===== config.mk =====
export PLATFORM = sky130hd
export DESIGN_NAME = puf_challenge_driver
export DESIGN_NICKNAME = d
export VERILOG_FILES = /design/src/rtl/puf_drv_pkg.sv /design/src/rtl/puf_lfsr32.sv /design/src/rtl/puf_challenge_driver.sv
export SDC_FILE = /design/constraint.sdc
export NUM_CORES = 1
export LEC_CHECK = 0
export BUFFER_PORTS_ARGS = -buffer_cell sky130_fd_sc_hd__buf_2
export CAP_MARGIN = 20
export CORE_MARGIN = 4
export CORE_UTILIZATION = 59
export DETAILED_ROUTE_END_ITERATION = 12
export HOLD_SLACK_MARGIN = 0.1
export PLACE_DENSITY_LB_ADDON = 0.3
export SLEW_MARGIN = 20
export SYNTH_ARGS = -nofsm -noshare
export SYNTH_HDL_FRONTEND = slang
export SYNTH_SLANG_ARGS = --single-unit
export TNS_END_PERCENT = 50

===== constraint.sdc =====
create_clock -name clk -period 3.04 [get_ports clk]
set_input_delay 0 -clock clk [delete_from_list [all_inputs] [get_ports clk]]
set_output_delay 0 -clock clk [all_outputs]
set_load 0.05 [all_outputs]

===== src/rtl/puf_drv_pkg.sv =====
// Shared types and constants for the PUF challenge driver: FSM states,
// bus widths and the 32-bit Fibonacci LFSR (taps 32,22,2,1).
package puf_drv_pkg;

    localparam int CHAL_W = 32;
    localparam int RESP_W = 4;

    // Bit positions 31, 21, 1 and 0 feed the XOR feedback.
    localparam logic [CHAL_W-1:0] LFSR_TAPS  = 32'h8020_0003;
    localparam logic [CHAL_W-1:0] LFSR_RESET = 32'h0000_0001;

    typedef enum logic [2:0] {
        IDLE   = 3'd0,
        APPLY  = 3'd1,
        SETTLE = 3'd2,
        SAMPLE = 3'd3,
        VOTE   = 3'd4,
        OUTPUT = 3'd5
    } state_t;

    function automatic logic [CHAL_W-1:0] lfsr_next(input logic [CHAL_W-1:0] c);
        return {c[CHAL_W-2:0], ^(c & LFSR_TAPS)};
    endfunction

endpackage


===== src/rtl/puf_lfsr32.sv =====
// Challenge generator LFSR: seed load with zero-seed substitution and
// single-step advance; load wins over step.
module puf_lfsr32
    import puf_drv_pkg::*;
(
    input  logic              clk,
    input  logic              rst,
    input  logic              load,
    input  logic              step,
    input  logic [CHAL_W-1:0] seed,
    output logic [CHAL_W-1:0] value
);

    // An all-zero state would lock the LFSR, so a zero seed becomes 1.
    always_ff @(posedge clk or negedge rst) begin
        if (!rst) begin
            value <= LFSR_RESET;
        end else if (load) begin
            value <= (seed == '0) ? LFSR_RESET : seed;
        end else if (step) begin
            value <= lfsr_next(value);
        end
    end

endmodule


===== src/rtl/puf_challenge_driver.sv =====
// Drives LFSR challenges into the arbiter PUF, majority-votes REPEATS samples
// per bit and streams CRPs out. Optional PUF_DRV_STATS_EN adds stat_unstable_cnt.
module puf_challenge_driver
    import puf_drv_pkg::*;
#(
    parameter int SETTLE_CYCLES = 4,
    parameter int REPEATS       = 5,
    parameter int NUM_CRP       = 16
) (
    input  logic              clk,
    input  logic              rst,
    input  logic              seed_load,
    input  logic [CHAL_W-1:0] seed,
    input  logic              start,
    output logic [CHAL_W-1:0] challenge,
    input  logic [RESP_W-1:0] resp,
    output logic              rsp_valid,
    input  logic              rsp_ready,
    output logic [CHAL_W-1:0] rsp_challenge,
    output logic [RESP_W-1:0] rsp_data,
    output logic [RESP_W-1:0] rsp_unstable,
    output logic              busy,
`ifdef PUF_DRV_STATS_EN
    output logic [15:0]       stat_unstable_cnt,
`endif
    output logic [2:0]        dbg_state
);

    // Stream handshake: a CRP transfers on a rising edge where rsp_valid and
    // rsp_ready are both high; once raised, rsp_valid and rsp_* hold until then.

    localparam int CW = $clog2(REPEATS + 1);
    localparam int SW = $clog2(SETTLE_CYCLES + 1);
    localparam logic [CW-1:0] HALF = CW'(REPEATS / 2);
    localparam logic [CW-1:0] FULL = CW'(REPEATS);
    localparam logic [SW-1:0] SETTLE_LAST = SW'(SETTLE_CYCLES - 1);

    state_t            state, state_nxt;
    logic [CHAL_W-1:0] lfsr_value;
    logic              lfsr_load, lfsr_step, hs;
    logic [CW-1:0]     ones [RESP_W];
    logic [CW-1:0]     samp_cnt, samp_inc;
    logic [SW-1:0]     settle_cnt;
    logic [15:0]       crp_cnt;
    logic              last_crp;

    puf_lfsr32 u_lfsr (
        .clk   (clk),
        .rst   (rst),
        .load  (lfsr_load),
        .step  (lfsr_step),
        .seed  (seed),
        .value (lfsr_value)
    );

    assign samp_inc  = samp_cnt + 1'b1;
    assign last_crp  = (NUM_CRP != 0) && (crp_cnt == 16'(NUM_CRP - 1));
    assign busy      = (state != IDLE);
    assign dbg_state = state;

    always_ff @(posedge clk or negedge rst) begin
        if (!rst) state <= IDLE;
        else      state <= state_nxt;
    end

    always_comb begin
        state_nxt = state;
        lfsr_load = 1'b0;
        lfsr_step = 1'b0;
        hs        = 1'b0;
        case (state)
            IDLE: begin
                lfsr_load = seed_load;
                if (start) state_nxt = APPLY;
            end
            APPLY:  state_nxt = SETTLE;
            SETTLE: if (settle_cnt == SETTLE_LAST) state_nxt = SAMPLE;
            SAMPLE: state_nxt = (samp_inc < FULL) ? SETTLE : VOTE;
            VOTE:   state_nxt = OUTPUT;
            OUTPUT: begin
                if (rsp_ready) begin
                    hs        = 1'b1;
                    lfsr_step = 1'b1;
                    state_nxt = last_crp ? IDLE : APPLY;
                end
            end
            default: state_nxt = IDLE;
        endcase
    end

    always_ff @(posedge clk or negedge rst) begin
        if (!rst) begin
            challenge     <= '0;
            rsp_challenge <= '0;
            rsp_data      <= '0;
            rsp_unstable  <= '0;
            rsp_valid     <= 1'b0;
            samp_cnt      <= '0;
            settle_cnt    <= '0;
            crp_cnt       <= '0;
            for (int i = 0; i < RESP_W; i++) ones[i] <= '0;
        end else begin
            case (state)
                IDLE: if (start) crp_cnt <= '0;
                APPLY: begin
                    challenge  <= lfsr_value;
                    samp_cnt   <= '0;
                    settle_cnt <= '0;
                    for (int i = 0; i < RESP_W; i++) ones[i] <= '0;
                end
                SETTLE: settle_cnt <= settle_cnt + 1'b1;
                SAMPLE: begin
                    samp_cnt   <= samp_inc;
                    settle_cnt <= '0;
                    for (int i = 0; i < RESP_W; i++) ones[i] <= ones[i] + CW'(resp[i]);
                end
                VOTE: begin
                    // A bit is unstable unless every sample agreed.
                    for (int i = 0; i < RESP_W; i++) begin
                        rsp_data[i]     <= (ones[i] > HALF);
                        rsp_unstable[i] <= (ones[i] != '0) && (ones[i] != FULL);
                    end
                    rsp_challenge <= challenge;
                    rsp_valid     <= 1'b1;
                end
                OUTPUT: begin
                    if (hs) begin
                        rsp_valid <= 1'b0;
                        crp_cnt   <= crp_cnt + 1'b1;
                    end
                end
                default: ;
            endcase
        end
    end

`ifdef PUF_DRV_STATS_EN
    logic [16:0] stat_sum;
    assign stat_sum = {1'b0, stat_unstable_cnt} + 17'($countones(rsp_unstable));

    always_ff @(posedge clk or negedge rst) begin
        if (!rst) begin
            stat_unstable_cnt <= '0;
        end else if (state == IDLE && start) begin
            stat_unstable_cnt <= '0;
        end else if (hs) begin
            stat_unstable_cnt <= stat_sum[16] ? 16'hFFFF : stat_sum[15:0];
        end
    end
`endif

endmodule


Yosys cells after proc, flatten, opt, wreduce, memory -nomap -nowiden
Cells that the tools add are included.
- $lt $le $gt $ge: 5
- equal/unequal tests: 15
- muxes and demuxes: 20
- reduce and logical (&&, ||, !) cells: 21
- add/sub/neg operators: 7
- operators by type and width (cell ; number):
    $mux W32 ; 3
    $logic_not A32 Y1 ; 1
    $mux W16 ; 2
    $pmux W16 S2 ; 1
    $reduce_xor A32 Y1 ; 1
    $pmux W12 S2 ; 1
    $pmux W3 S6 ; 1
    $add A16 B1 Y16 const B ; 1
    $eq A16 B4 Y1 const B ; 1
    $reduce_bool A3 Y1 ; 5
    $add A3 B1 Y3 ; 4
    $gt A3 B2 Y1 const B ; 4
    $mux W3 ; 4
    $ne A3 B3 Y1 const B ; 4
    $pmux W3 S2 ; 2
    $reduce_bool A2 Y1 ; 5
    $eq A3 B2 Y1 const B ; 3
    $ne A2 B2 Y1 const B ; 4
    $add A3 B1 Y3 const B ; 2
    $eq A3 B3 Y1 const B ; 2
    $reduce_and A3 Y1 ; 2
    $mux W1 ; 5
    $logic_and A1 B1 Y1 ; 4
    $eq A3 B1 Y1 const B ; 1
    5 further kinds ; 5
- input port bits: 41
- output and inout bits: 77
- register bits: 142

Depth between registers and ports, before layout
- word-level depth: 4
- mapped depth: 8
- gate-level depth less buffers: 5

Cells and area by module
Synthesis repeated with hierarchy kept, for this count alone.
- cells, all modules: 545
- area, all modules: 6366.1 um2
- modules (own cells, without submodules) (module ; seq. area each (um2) ; times used ; area an instance (um2) ; cells an instance):
    puf_challenge_driver ; 2752.6 ; 1 ; 4810.9 ; 393
    puf_lfsr32 ; 802.0 ; 1 ; 1555.2 ; 152

Worst setup path before layout
Ideal clock, no wire load.
- path type: register to register
- start: register state[0] (netlist: dbg_state[0])
- end: register challenge[10]
- period minus slack after synthesis: 2028 ps
- path slack: 1012 ps
- setup time: 125 ps
- buffers on the path: 2
- cell stages (with the launch flop): 5
- data arrival time: 1904 ps
- required time: 2915 ps
- path through: dfrtp_1 > buf_2 > nor3b_1 > buf_2 > mux2_2
- longest elaborated chain between the ends: 1
- ends and longest elaborated chain (item ; RTL line ; RTL):
    start, declared ; puf_challenge_driver.sv:38 ; state_t state, state_nxt;
    start signal, assigned ; puf_challenge_driver.sv:63 ; else state <= state_nxt;
    $eq A3 B1 Y1 ; puf_challenge_driver.sv:103 ; case (state)
    end signal, assigned ; puf_challenge_driver.sv:106 ; challenge <= lfsr_value;
    end, declared ; puf_challenge_driver.sv:15 ; output logic [CHAL_W-1:0] challenge,
No other way between the ends.
A chain may end at the register's enable or synchronous reset.

Worst setup path after layout
- start: register state[1] (netlist: dbg_state[1])
- end: register u_lfsr.value[0]
- longest elaborated chain between the ends: 3
- elaborated cells on any way between the ends: 6
- classes of those cells: eq/ne (1); mux (3); reduce/logical (2)
- ends and longest elaborated chain (item ; RTL line ; RTL):
    $eq A3 B3 Y1 or $logic_not A3 Y1 (tied branches) ; puf_challenge_driver.sv:71 ; case (state)
    $mux W1 ; puf_challenge_driver.sv:71 ;
    $reduce_bool A2 Y1 (no source line) or $mux W32 (tied branches) ; n/a ;
    end signal, assigned ; puf_lfsr32.sv:19 ; value <= (seed == '0) ? LFSR_RESET : seed;
    end signal, assigned ; puf_lfsr32.sv:21 ; value <= lfsr_next(value);
    end, declared ; puf_lfsr32.sv:11 ; output logic [CHAL_W-1:0] value
Several ways; a longest one is shown, not always the timed one.

==> impl_metrics.env <==
export IMPL_gr_usage_all_layers=0.2582
export IMPL_synth_cell_types=46
export IMPL_power_leakage_uw=0.003863
export IMPL_hold_viol_final=0
export IMPL_core_area_um2=10280
export IMPL_register_area_um2=3555
export IMPL_synthTopCellsByArea="dfrtp_1 (57%), mux2_2 (12%), nand2_1 (5.8%)"
export IMPL_synth_fp_nets=588
export IMPL_drv_slew=0
export IMPL_dp_hpwl_um=9271
export IMPL_fin_worst_skew_ns=0.009569
export IMPL_hold_class="primary input to async pin"
export IMPL_layout_min_cycle_time_ns=2.577
export IMPL_cts_tree="built"
export IMPL_cts_buffers=17
export IMPL_crit_type="flip-flop to flip-flop"
export IMPL_numPortBuffers=117
export IMPL_cts_htree_levels=4
export IMPL_vias=4773
export IMPL_clockBufferDepth=2
export IMPL_syn2layout_area_growth_pct=27.12
export IMPL_cp_data_arrival_time_ns=3.02
export IMPL_regToRegEndpoint="u_lfsr.value[0]"
export IMPL_finalSetupTns_ns=0
export IMPL_worst_pin_slew_ns=0.9593
export IMPL_drtPass1Iterations=4
export IMPL_clk_pin_slew_worst_paths_ns=0.06
export IMPL_utilization=0.7636
export IMPL_ant_nets=0
export IMPL_grt_pass1_vias=4887
export IMPL_crit_path_max_fanout=32
export IMPL_layout_cell_area_non_filler_um2=7848
export IMPL_cts_setup_buffers=0
export IMPL_outcome="complete, no violations"
export IMPL_timing_rr_start="dbg_state[1]"
export IMPL_cts_root_buf="clkbuf_8"
export IMPL_start_util=0.6007
export IMPL_required_ns=3.49
export IMPL_clk_latency_ns=0.53
export IMPL_setup_viol=0
export IMPL_fill_cells=698
export IMPL_worst_r2r_setup_slack_ns=0.46
export IMPL_yosys_register_bits=142
export IMPL_slowest_delay_ns=0.58
export IMPL_num_rows=37
export IMPL_drtIter0Drc=381
export IMPL_die_x_um=110.3
export IMPL_post_drt_wl_per_cell_um=17.77
export IMPL_p_total_uw=9161
export IMPL_syn_inst=535
export IMPL_seq_area_frac_synth=0.5758
export IMPL_placed_area_um2=6897
export IMPL_drive_above_1_share=0.3191
export IMPL_yosysMostFrequentCell="dfrtp_1"
export IMPL_endpoint_kind="flip-flop"
export IMPL_peakVddDrop_mv=1.158
export IMPL_ys_warn_count=0
export IMPL_syn_avg_cell_area_um2=11.54
export IMPL_reg2reg_depth=7
export IMPL_ys_dominant_reg_cell="dfrtp_1"
export IMPL_multiInputGateArea_um2=2489
export IMPL_synth_area_leader_cell="dfrtp_1"
export IMPL_netlist_area_um2=6173
export IMPL_die_area_um2=12160
export IMPL_io_pins=118
export IMPL_yosys_area_top_type_share=0.5715
export IMPL_drc=0
export IMPL_grt_max_degree=95
export IMPL_grt_pass1_wl_um=24210
export IMPL_slew_headroom=0.3591
export IMPL_fin_nets=742
export IMPL_cp_start_kind="flip-flop"
export IMPL_powerDensity_nw_per_um2=1167
export IMPL_clock_sinks=142
export IMPL_synthArstFlopShare=1.000
export IMPL_cp_slowest_cell="dlygate4sd3_1"
export IMPL_antenna_found_initial=1
export IMPL_maxCapViolCount=0
export IMPL_gp_congestion=0.8072
export IMPL_die_h_um=110.3
export IMPL_crit_path_cell_trace="buf_4 -> nor4b_4 -> buf_4 -> nor2b_1 -> o21ai_0 -> a21boi_0 -> dlygate4sd3_1"
export IMPL_fmax_ghz=0.3881
export IMPL_crit_top_cell="buf_4"
export IMPL_rsz0062_at_grt="false"
export IMPL_viasPerCell=5.689
export IMPL_synth_commonest_cells="dfrtp_1 (141), nand2_1 (95), mux2_2 (66), a22oi_1 (30), nor2_1 (23)"
export IMPL_fin_crit_sh=0.8475
export IMPL_synth_edf_count=0
export IMPL_routed_wl_um=14910
export IMPL_gr_total_overflow=0
==> where the power goes <==
part           internal, µW  switching (µW)  total [µW]
Clock                  1090             744        1830
Sequential             2660             654        3310
Combinational          1280            2740        4020
Total                  5020            4140        9160
==> how the worst max path moves through the flow <==
stage	startpoint	end	slack [ns]	depth (start not counted)
floorplan	dbg_state[0]	challenge[10]	1.01	4
global placement	dbg_state[2]	u_lfsr.value[13]	0.86	4
detailed placement	dbg_state[2]	u_lfsr.value[18]	0.76	4
CTS	dbg_state[1]	u_lfsr.value[0]	0.56	7
global route	dbg_state[1]	u_lfsr.value[0]	0.34	7
finish	dbg_state[1]	u_lfsr.value[0]	0.46	7
==> routing by layer <==
layer	vias up	track usage	routed length, µm	part of all wire
li1	2211	-	-	-
met1	2387	0.3311	6256	0.42
met2	143	0.4268	7509	0.50
met3	32	0.06407	841	0.056
met4	0	0.09587	306	0.021
met5	-	0	0	0
==> repair_timing <==
action	in CTS	in global routing
endpoints found under the setup margin	0	0
hold buffers	42	0
gates resized for setup	0	0
endpoints found under the hold margin	148	0
==> flip-flops by register name, indices dropped and copies added, names as in the netlist, 4 cells and up <==
| name | flops |
|---|---|
| challenge | 32 |
| rsp_challenge | 32 |
| u_lfsr.value | 32 |
| crp_cnt | 16 |
| ones | 12 |
| rsp_data | 4 |
| rsp_unstable | 4 |
==> per-stage QoR <==
stage               hold WS, ns  instances  worst slack (ns)
detailed placement       0.1466        764            0.7574
CTS                      0.1703        838            0.5650
global placement         0.1492        764            0.8614
floorplan               -0.2956        535             1.012
finish                   0.1257        839            0.4635
global route             0.2019        839            0.3400
==> final cells by class <==
type | count | area share
antenna | 1 | 0.0003189
clock buffer | 27 | 0.06266
clock inverter | 5 | 0.003986
inverter | 5 | 0.002392
multi-input combinational | 357 | 0.3171
sequential | 142 | 0.4530
tap | 136 | 0.02168
timing repair buffer | 166 | 0.1389
==> kinds of logic after synthesis <==
logic type	synth area share
and+or+nand+nor	0.1388
DFF	0.5758
AOI/OAI and AO/OA	0.09019
muxes	0.1269
buffers and inverters	0.02473
xor gates and xnor gates	0.01926
adders and majority gates	0.02432
==> placed cells by master (no fill, tap or decap), types with 2 or more instances in the layout <==
cell type,n
nand4_1,4
or3_1,6
nor4b_4,2
inv_1,5
ha_1,12
nor2_1,22
xnor2_1,2
and4_1,3
clkbuf_1,6
nor2b_1,5
clkbuf_8,5
clkinv_2,3
o211ai_2,2
mux2_2,66
xor2_1,9
or4_1,5
a22oi_1,30
a21oi_1,22
buf_2,116
dfrtp_1,141
o211ai_1,2
nand2b_1,4
dlygate4sd3_1,42
nand3_1,14
nand2_1,95
buf_4,5
mux2i_1,4
nor4_1,9
o21ai_0,13
buf_12,2
a22o_1,6
clkbuf_16,16
nor3_1,4
==> critical path: cells and delay by family (launching register included) <==
family,cells,cell delay [ns]
DFF,1,0.49
buffers and inverters,3,1.25
AOI/OAI and AO/OA,2,0.20
and+or+nand+nor,2,0.56
(Power assumes the default switching activity.)
